===== config.mk =====
export PLATFORM = sky130hd
export DESIGN_NAME = ivs_mst
export DESIGN_NICKNAME = d
export VERILOG_FILES = /design/src/rtl/ivs_mst.sv
export SDC_FILE = /design/constraint.sdc
export NUM_CORES = 1
export LEC_CHECK = 0
export ABC_AREA = 1
export ABC_CLOCK_PERIOD_IN_PS = 2000
export CAP_MARGIN = 20
export CORE_MARGIN = 8
export CORE_UTILIZATION = 40
export CTS_CLUSTER_SIZE = 40
export DETAILED_ROUTE_END_ITERATION = 16
export PLACE_DENSITY_LB_ADDON = 0.2
export SLEW_MARGIN = 20
export SYNTH_ARGS = -nofsm -noshare
export SYNTH_HDL_FRONTEND = slang
export SYNTH_SLANG_ARGS = --single-unit

===== constraint.sdc =====
create_clock -name hclk -period 2 [get_ports hclk]
set_input_delay 0.3 -clock hclk [delete_from_list [all_inputs] [get_ports hclk]]
set_output_delay 0.3 -clock hclk [all_outputs]
set_load 0.01 [all_outputs]

===== src/rtl/ivs_mst.sv =====
// ivs_mst: single-outstanding AHB-Lite initiator, one valid/ready command -> one SINGLE word transfer -> one response.
// Latency: zero-wait transfer gives rsp_valid 3 edges after accept (accept, address phase, data phase); +1 per wait state.
// Backpressure: cmd_ready is low from accept until the FSM returns to IDLE; rsp_* is a one-cycle pulse with no backpressure.
//
// Ports:
//   hclk/hrst_n             clock, async active-low reset
//   cmd_valid/cmd_ready     command handshake; cmd_write, cmd_addr, cmd_wdata qualify it
//   rsp_valid               one-cycle response pulse with rsp_rdata, rsp_err, rsp_timeout
//   busy                    FSM not in IDLE
//   htrans..hprot           registered AHB-Lite master outputs (hsize/hburst/hprot constant)
//   hready/hresp/hrdata     AHB-Lite slave response inputs
module ivs_mst #(
  parameter int         TIMEOUT_CYC = 256,
  parameter logic [3:0] HPROT_VAL   = 4'b0011
) (
  input  logic        hclk,
  input  logic        hrst_n,
  input  logic        cmd_valid,
  output logic        cmd_ready,
  input  logic        cmd_write,
  input  logic [31:0] cmd_addr,
  input  logic [31:0] cmd_wdata,
  output logic        rsp_valid,
  output logic [31:0] rsp_rdata,
  output logic        rsp_err,
  output logic        rsp_timeout,
  output logic        busy,
  output logic [1:0]  htrans,
  output logic        hwrite,
  output logic [31:0] haddr,
  output logic [31:0] hwdata,
  output logic [1:0]  hsize,
  output logic [2:0]  hburst,
  output logic [3:0]  hprot,
  input  logic        hready,
  input  logic [1:0]  hresp,
  input  logic [31:0] hrdata
);

  localparam int CW = $clog2(TIMEOUT_CYC + 1);
  localparam logic [CW-1:0] TO_MAX  = CW'(TIMEOUT_CYC);
  localparam logic [CW-1:0] TO_LAST = CW'(TIMEOUT_CYC - 1);

  localparam logic [1:0] HTRANS_IDLE   = 2'b00;
  localparam logic [1:0] HTRANS_NONSEQ = 2'b10;

  typedef enum logic [1:0] {
    S_IDLE,
    S_ADDR,
    S_DATA,
    S_DRAIN
  } state_t;

  state_t         r_state,       w_state_nxt;
  logic [1:0]     r_htrans,      w_htrans_nxt;
  logic           r_hwrite,      w_hwrite_nxt;
  logic [31:0]    r_haddr,       w_haddr_nxt;
  logic [31:0]    r_hwdata,      w_hwdata_nxt;
  logic [31:0]    r_wdata,       w_wdata_nxt;
  logic [CW-1:0]  r_cnt,         w_cnt_nxt;
  logic           r_err,         w_err_nxt;
  logic           r_rsp_valid,   w_rsp_valid_nxt;
  logic [31:0]    r_rsp_rdata,   w_rsp_rdata_nxt;
  logic           r_rsp_err,     w_rsp_err_nxt;
  logic           r_rsp_timeout, w_rsp_timeout_nxt;

  logic w_hresp_err;
  logic w_err_any;
  logic w_unused_addr_lsb;

  // Any non-OKAY encoding is handled as ERROR.
  assign w_hresp_err       = (hresp != 2'b00);
  assign w_err_any         = r_err | w_hresp_err;
  assign w_unused_addr_lsb = ^cmd_addr[1:0];

  always_ff @(posedge hclk or negedge hrst_n) begin
    if (!hrst_n) begin
      r_state       <= S_IDLE;
      r_htrans      <= HTRANS_IDLE;
      r_hwrite      <= 1'b0;
      r_haddr       <= 32'h0;
      r_hwdata      <= 32'h0;
      r_wdata       <= 32'h0;
      r_cnt         <= '0;
      r_err         <= 1'b0;
      r_rsp_valid   <= 1'b0;
      r_rsp_rdata   <= 32'h0;
      r_rsp_err     <= 1'b0;
      r_rsp_timeout <= 1'b0;
    end else begin
      r_state       <= w_state_nxt;
      r_htrans      <= w_htrans_nxt;
      r_hwrite      <= w_hwrite_nxt;
      r_haddr       <= w_haddr_nxt;
      r_hwdata      <= w_hwdata_nxt;
      r_wdata       <= w_wdata_nxt;
      r_cnt         <= w_cnt_nxt;
      r_err         <= w_err_nxt;
      r_rsp_valid   <= w_rsp_valid_nxt;
      r_rsp_rdata   <= w_rsp_rdata_nxt;
      r_rsp_err     <= w_rsp_err_nxt;
      r_rsp_timeout <= w_rsp_timeout_nxt;
    end
  end

  always_comb begin
    w_state_nxt       = r_state;
    w_htrans_nxt      = r_htrans;
    w_hwrite_nxt      = r_hwrite;
    w_haddr_nxt       = r_haddr;
    w_hwdata_nxt      = r_hwdata;
    w_wdata_nxt       = r_wdata;
    w_cnt_nxt         = r_cnt;
    w_err_nxt         = r_err;
    // Response fields are pulses: zero unless a response is issued this edge.
    w_rsp_valid_nxt   = 1'b0;
    w_rsp_rdata_nxt   = 32'h0;
    w_rsp_err_nxt     = 1'b0;
    w_rsp_timeout_nxt = 1'b0;

    unique case (r_state)
      S_IDLE: begin
        if (cmd_valid) begin
          w_wdata_nxt  = cmd_wdata;
          w_haddr_nxt  = {cmd_addr[31:2], 2'b00};
          w_hwrite_nxt = cmd_write;
          w_htrans_nxt = HTRANS_NONSEQ;
          w_state_nxt  = S_ADDR;
        end
      end

      S_ADDR: begin
        // Address phase stays on the bus until the slave takes it.
        if (hready) begin
          w_htrans_nxt = HTRANS_IDLE;
          w_hwdata_nxt = r_hwrite ? r_wdata : 32'h0;
          w_cnt_nxt    = '0;
          w_err_nxt    = 1'b0;
          w_state_nxt  = S_DATA;
        end
      end

      S_DATA: begin
        if (hready) begin
          w_rsp_valid_nxt = 1'b1;
          w_rsp_err_nxt   = w_err_any;
          w_rsp_rdata_nxt = (!r_hwrite && !w_err_any) ? hrdata : 32'h0;
          w_state_nxt     = S_IDLE;
        end else begin
          if (r_cnt != TO_MAX) begin
            w_cnt_nxt = r_cnt + 1'b1;
          end
          // First cycle of the two-cycle ERROR response.
          if (w_hresp_err) begin
            w_err_nxt = 1'b1;
          end
          // This wait edge brings the count to TIMEOUT_CYC: give up, but
          // keep the bus quiet until the slave finally completes.
          if (r_cnt == TO_LAST) begin
            w_rsp_valid_nxt   = 1'b1;
            w_rsp_timeout_nxt = 1'b1;
            w_state_nxt       = S_DRAIN;
          end
        end
      end

      S_DRAIN: begin
        if (hready) begin
          w_state_nxt = S_IDLE;
        end
      end

      default: begin
        w_state_nxt = S_IDLE;
      end
    endcase
  end

  assign cmd_ready   = (r_state == S_IDLE);
  assign busy        = (r_state != S_IDLE);
  assign rsp_valid   = r_rsp_valid;
  assign rsp_rdata   = r_rsp_rdata;
  assign rsp_err     = r_rsp_err;
  assign rsp_timeout = r_rsp_timeout;
  assign htrans      = r_htrans;
  assign hwrite      = r_hwrite;
  assign haddr       = r_haddr;
  assign hwdata      = r_hwdata;
  assign hsize       = 2'b10;
  assign hburst      = 3'b000;
  assign hprot       = HPROT_VAL;

endmodule


==> impl_metrics.py, run 1 <==
metrics = {
    "sta": {
        "setup_viol": 0,
        "rsz0062_at_grt": "false",
        "hold_ws_ps": 392.5,
        "fmax_mhz": 525.3,
        "min_period_ps": 1904,
        "maxSlewViolCount": 0,
        "tns_ps": 0,
        "fin_ws_ps": 96.42,
        "tightestPinTransition_ps": 541.2,
        "hold_violations": 0,
        "finalCritPeriodShare_pct": 95.18,
        "slew_headroom_pct": 63.92,
        "skew_ps": 6.032,
    },
    "synthesis": {
        "synth-edff-count": 0,
        "synth.avg_cell_area_um2": 12.26,
        "ys_seq_area_share_pct": 61.29,
        "ys_ff_latch": 143,
        "synth_commonest_cells": "143 x dfrtp_1, 103 x nand2_1, 47 x mux2_4",
        "synth_cell_types": 27,
        "yosys.cell_count.top_type": "dfrtp_1",
        "synth_area_leaders": "dfrtp_1 61%, mux2_4 12%, nand2_1 6.6%, nor3b_1 4.4%, mux2_2 2.9%",
        "synth_top_area_share_pct": 61.29,
        "yosysWarnings": 0,
        "ys.flop_type": "dfrtp_1",
        "syn_inst": 476,
        "syn-cell-area_um2": 5838,
        "yosysTopAreaCell": "dfrtp_1",
        "async_flop_share_pct": 100.0,
    },
    "grt": {
        "track_usage_pct": 15.97,
        "overflow": 0,
        "antenna_found_initial": 0,
        "grt_pass1_vias": 4384,
        "grt_pass1_wl_um": 22960,
        "grt_max_degree": 57,
    },
    "detailed_routing": {
        "wl_um": 14920,
        "drtIter0Drc": 255,
        "ant_nets": 0,
        "drc": 0,
        "drt-pass1-iter-count": 4,
        "via_per_inst": 4.712,
        "vias": 4132,
        "wire_per_inst_um": 17.01,
    },
    "power": {
        "p_leak_nw": 3.942,
        "power.density_nw_per_um2": 1413,
        "vdd_drop_max_mv": 0.7846,
    },
    "run": {
        "cap_violations": 0,
    },
    "clock_tree": {
        "cts_root_buf": "clkbuf_16",
        "insertion_delay_ps": 410,
        "cts.sinks": 143,
        "path_clk_slew_ps": 60,
        "htreeDepth": 4,
        "cts_buffers": 17,
        "cts_tree": "built",
        "cts_max_path_buffers": 2,
    },
    "cells_and_area": {
        "fin_nets": 788,
        "num_antenna_cells": 0,
        "multiInputGateArea_um2": 2012,
        "layout.area.seq_um2": 3580,
        "area.growth.synth_to_final_pct": 48.78,
        "fillers": 1193,
        "drive_above_1_share_pct": 16.74,
        "fin_cells": 877,
    },
    "place": {
        "dp_hpwl_um": 10730,
        "place.gp.congestion": 0.7543,
        "post-place-cells": 846,
        "port_buffers": 201,
        "dp_slack_ps": 206.1,
    },
    "critical_path": {
        "cp.required_ps": 1700,
        "max_stage_delay_ps": 530,
        "path_cells": "nor2_4, inv_1, clkdlybuf4s50_1",
        "end_kind": "primary output",
        "cp_max_fo": 3,
        "path_buf_inv": 2,
        "startpoint_type": "flip-flop",
        "critPathSlowestCell": "clkdlybuf4s50_1",
        "critPathKind": "flip-flop to primary output",
        "worstPathArrival_ps": 1600,
        "crit_family": "buffers and inverters",
    },
    "floorplan": {
        "core-area_um2": 14420,
        "rows": 44,
        "start_util_pct": 40.48,
        "num_io_pins": 216,
        "dieArea_um2": 18720,
        "dieHeight_um": 136.8,
        "dieWidth_um": 136.8,
    },
    "hold_path": {
        "hp-class": "input pin to asynchronous set/reset pin",
    },
    "outcome": {
        "outcome": "completed",
    },
}
what timing repair did:
item,in CTS,in global routing
gates resized for setup,0,2
hold buffers,1,0
setup buffers,0,0
setup endpoints to repair,0,2
hold endpoints to repair,42,0
final cells by class:
cell class	instances	area share, %
flip-flops and latches	143	41.21
repair buffers	215	24.85
well taps	184	2.651
clock inverters	9	2.074
inverters	12	0.5186
multi-input cells	293	23.16
clock buffers	21	5.532
path summary, 6_finish.rpt:
kind / slack, ps / endpoint / startpoint / depth (start not counted)
worst min register to register: 480 / htrans[1] / htrans[1] / 2
worst max register to register: 260 / r_state[0] / r_cnt[1] / 8
worst max-delay path: 100 / busy / r_state[1] / 3
min in group hclk: 450 / rsp_rdata[13] / hrdata[13] / 2
worst min-delay path: 390 / r_wdata[17] / hrst_n / 2
max in group asynchronous: 990 / haddr[17] / hrst_n / 3
metal layers:
layer	track usage (%)	routed length, um
met2	27.30	7731
met5	0	0
met4	7.664	466
met1	17.19	5635
met3	5.947	1081
through the flow:
step	total power [W]	area, um^2	utilization (%)
6_report	0.01227	8686	60.22
5_1_grt	0.01295	8686	60.22
4_1_cts	0.01243	8682	60.19
3_5_place_dp	0.008853	8011	55.54
3_3_place_gp	0.008745	8011	55.54
2_1_floorplan	0.006849	5876	-
where the power goes:
group	switching [W]	internal [W]
registers	0.000573	0.00388
logic	0.00180	0.00251
clock network	0.00116	0.00234
sequential cells by signal (all words and copies together), names as in the netlist:
register     flops
r_wdata         32
haddr           30
r_state          2
rsp_rdata       32
hwrite           1
rsp_err          1
r_err            1
htrans           1
r_cnt            9
hwdata          32
rsp_timeout      1
rsp_valid        1
cell families (layout without fill, tap and decap cells):
logic type | Yosys count | in the layout | synth area share, %
flops | 143 | 143 | 61.29
buf+inv | 50 | 257 | 5.058
mux | 62 | 62 | 14.98
compound gates | 40 | 40 | 3.579
fa+ha+maj | 3 | 3 | 0.6430
simple gates | 176 | 176 | 14.32
other cells | 2 | 12 | 0.1286
placed cells by master (no fill, tap or decap), types with 3 or more instances in the layout:
cell	instances
mux2_4	47
dfrtp_1	142
buf_12	3
buf_4	10
o21ai_0	11
ha_1	3
a21oi_1	3
conb_1	12
clkbuf_16	17
nand2_1	102
clkdlybuf4s50_1	200
nor2_1	17
mux2_2	15
clkbuf_8	4
o21ai_1	23
bufinv_16	5
inv_1	10
nor3b_1	34
nand3_1	13
worst register-to-register path, stage by stage, from the launching register on:
cell	delay, ps
dfrtp_1	410
ha_1	210
nand2_1	110
nor2_2	180
nand3_1	110
nor2_1	120
ha_1	180
nor2_1	50
a221oi_1	270
(Power assumes the default switching activity.)
==> inputs of run 2 (changes only) <==
- REMOVE_ABC_BUFFERS: not set -> 1
==> run 2 against run 1 <==
  * Global-route usage is 0.49 points higher
  * Non-clock buffer count stayed put
  * Highest routed layer unchanged
  * Critical path depth stayed put
  * Largest cell class unchanged
  * Power is 0.75% lower
  * Worst setup slack worse by 3.6 ps
  * Critical endpoint unchanged
  * First-iteration DRC count is 44% lower
==> impl_metrics.py, run 2 (synthesis results as in run 1) <==
metrics = {
    "outcome": {
        "outcome": "completed",
    },
    "grt": {
        "track_usage_pct": 16.46,
        "antenna_found_initial": 0,
        "grt_pass1_wl_um": 23860,
        "grt_pass1_vias": 4529,
        "grt_max_degree": 82,
        "overflow": 0,
    },
    "place": {
        "dp_slack_ps": 157.1,
        "place.gp.congestion": 0.7876,
        "dp_hpwl_um": 10900,
        "post-place-cells": 846,
        "port_buffers": 201,
    },
    "critical_path": {
        "critPathKind": "flip-flop to primary output",
        "path_cells": "nor2_4, inv_1, clkdlybuf4s50_1",
        "startpoint_type": "flip-flop",
        "rrSetupSlack_ps": 190,
        "max_stage_delay_ps": 550,
        "r2r_start": "r_cnt[0]",
        "crit_family": "buffers and inverters",
        "cp.depth": 3,
        "timing.rr.end": "r_state[0]",
        "critPathSlowestCell": "clkdlybuf4s50_1",
        "cp_max_fo": 3,
        "reg2reg_depth": 8,
        "cp.required_ps": 1700,
        "end_kind": "primary output",
        "worstPathArrival_ps": 1610,
        "path_buf_inv": 2,
    },
    "cells_and_area": {
        "area.growth.synth_to_final_pct": 48.86,
        "fillers": 1155,
        "fin_nets": 788,
        "fin_util_pct": 60.25,
        "layout_commonest_cell": "clkdlybuf4s50_1",
        "layout_common_cells": "200 x clkdlybuf4s50_1, 143 x dfrtp_1, 102 x nand2_1",
        "fin_cells": 879,
        "multiInputGateArea_um2": 2009,
        "drive_above_1_share_pct": 16.69,
        "layout.area.seq_um2": 3578,
        "num_antenna_cells": 0,
    },
    "sta": {
        "hold_violations": 0,
        "finalCritPeriodShare_pct": 95.36,
        "maxSlewViolCount": 0,
        "min_period_ps": 1907,
        "skew_ps": 4.379,
        "setup_viol": 0,
        "hold_ws_ps": 301.3,
        "fin_ws_ps": 92.80,
        "fmax_mhz": 524.3,
        "rsz0062_at_grt": "false",
    },
    "detailed_routing": {
        "ant_nets": 0,
        "drt-pass1-iter-count": 4,
        "vias": 4112,
        "wl_um": 14960,
        "drtIter0Drc": 142,
        "via_per_inst": 4.678,
        "wire_per_inst_um": 17.02,
        "drc": 0,
    },
    "power": {
        "vdd_drop_max_mv": 0.8890,
        "p_leak_nw": 3.944,
        "power.density_nw_per_um2": 1402,
    },
    "floorplan": {
        "rows": 44,
        "core-area_um2": 14420,
        "dieWidth_um": 136.8,
        "start_util_pct": 40.48,
        "num_io_pins": 216,
        "dieArea_um2": 18720,
        "dieHeight_um": 136.8,
    },
    "hold_path": {
        "hp-class": "input pin to asynchronous set/reset pin",
    },
    "clock_tree": {
        "cts.sinks": 143,
        "cts_max_path_buffers": 2,
        "htreeDepth": 4,
        "cts_root_buf": "clkbuf_16",
        "post_cts_buffers": 0,
        "cts_resized": 0,
        "insertion_delay_ps": 410,
        "path_clk_slew_ps": 60,
        "cts_buffers": 17,
        "cts_hold_buffers": 1,
        "cts_tree": "built",
    },
    "run": {
        "cap_violations": 0,
    },
}
run 2: layout make-up:
cell class	instances	area share (%)
Timing Repair Buffer	215	25.41
Clock buffer	17	4.895
Clock inverter	15	2.231
Multi-Input combinational cell	293	23.12
Tap cell	184	2.649
Inverter	12	0.5183
Sequential cell	143	41.17
run 2: worst reg2reg max path, stage by stage (launching register included):
cell and delay [ps]:
dfrtp_1 410, ha_1 190, nand2_1 90, nor2_1 220, nand3_1 130, nor2_1 130
ha_1 190, nor2_1 50, a221oi_1 300
run 2: worst max path at each step:
stage,to,start,slack [ps]
3_5_place_dp,r_cnt[4],hready,160
4_1_cts,busy,r_state[0],60
6_report,busy,r_state[0],90
2_1_floorplan,haddr[10],r_state[0],-1070
5_1_grt,r_state[0],r_cnt[0],20
3_3_place_gp,r_cnt[5],hready,200
run 2: power by group:
group          internal [W]  leakage (nW)  switching, W
clock               0.00208         0.299       0.00123
sequential          0.00388          1.82      0.000583
combinational       0.00260          1.83       0.00181
total               0.00856          3.94       0.00362
run 2: layer usage:
layer  wire, um  GRT usage (%)
met5          0              0
met4        259          6.518
met3       1390          6.571
met2       7685          27.70
met1       5624          18.32
run 2: through the flow:
step,setup TNS [ps],total power (W),area [um^2]
detailed placement,0,0.008970,8061
global placement,0,0.008840,8061
floorplan,-65240,0.006796,5625
global route,0,0.01289,8691
finish,0,0.01218,8691
CTS,0,0.01235,8691
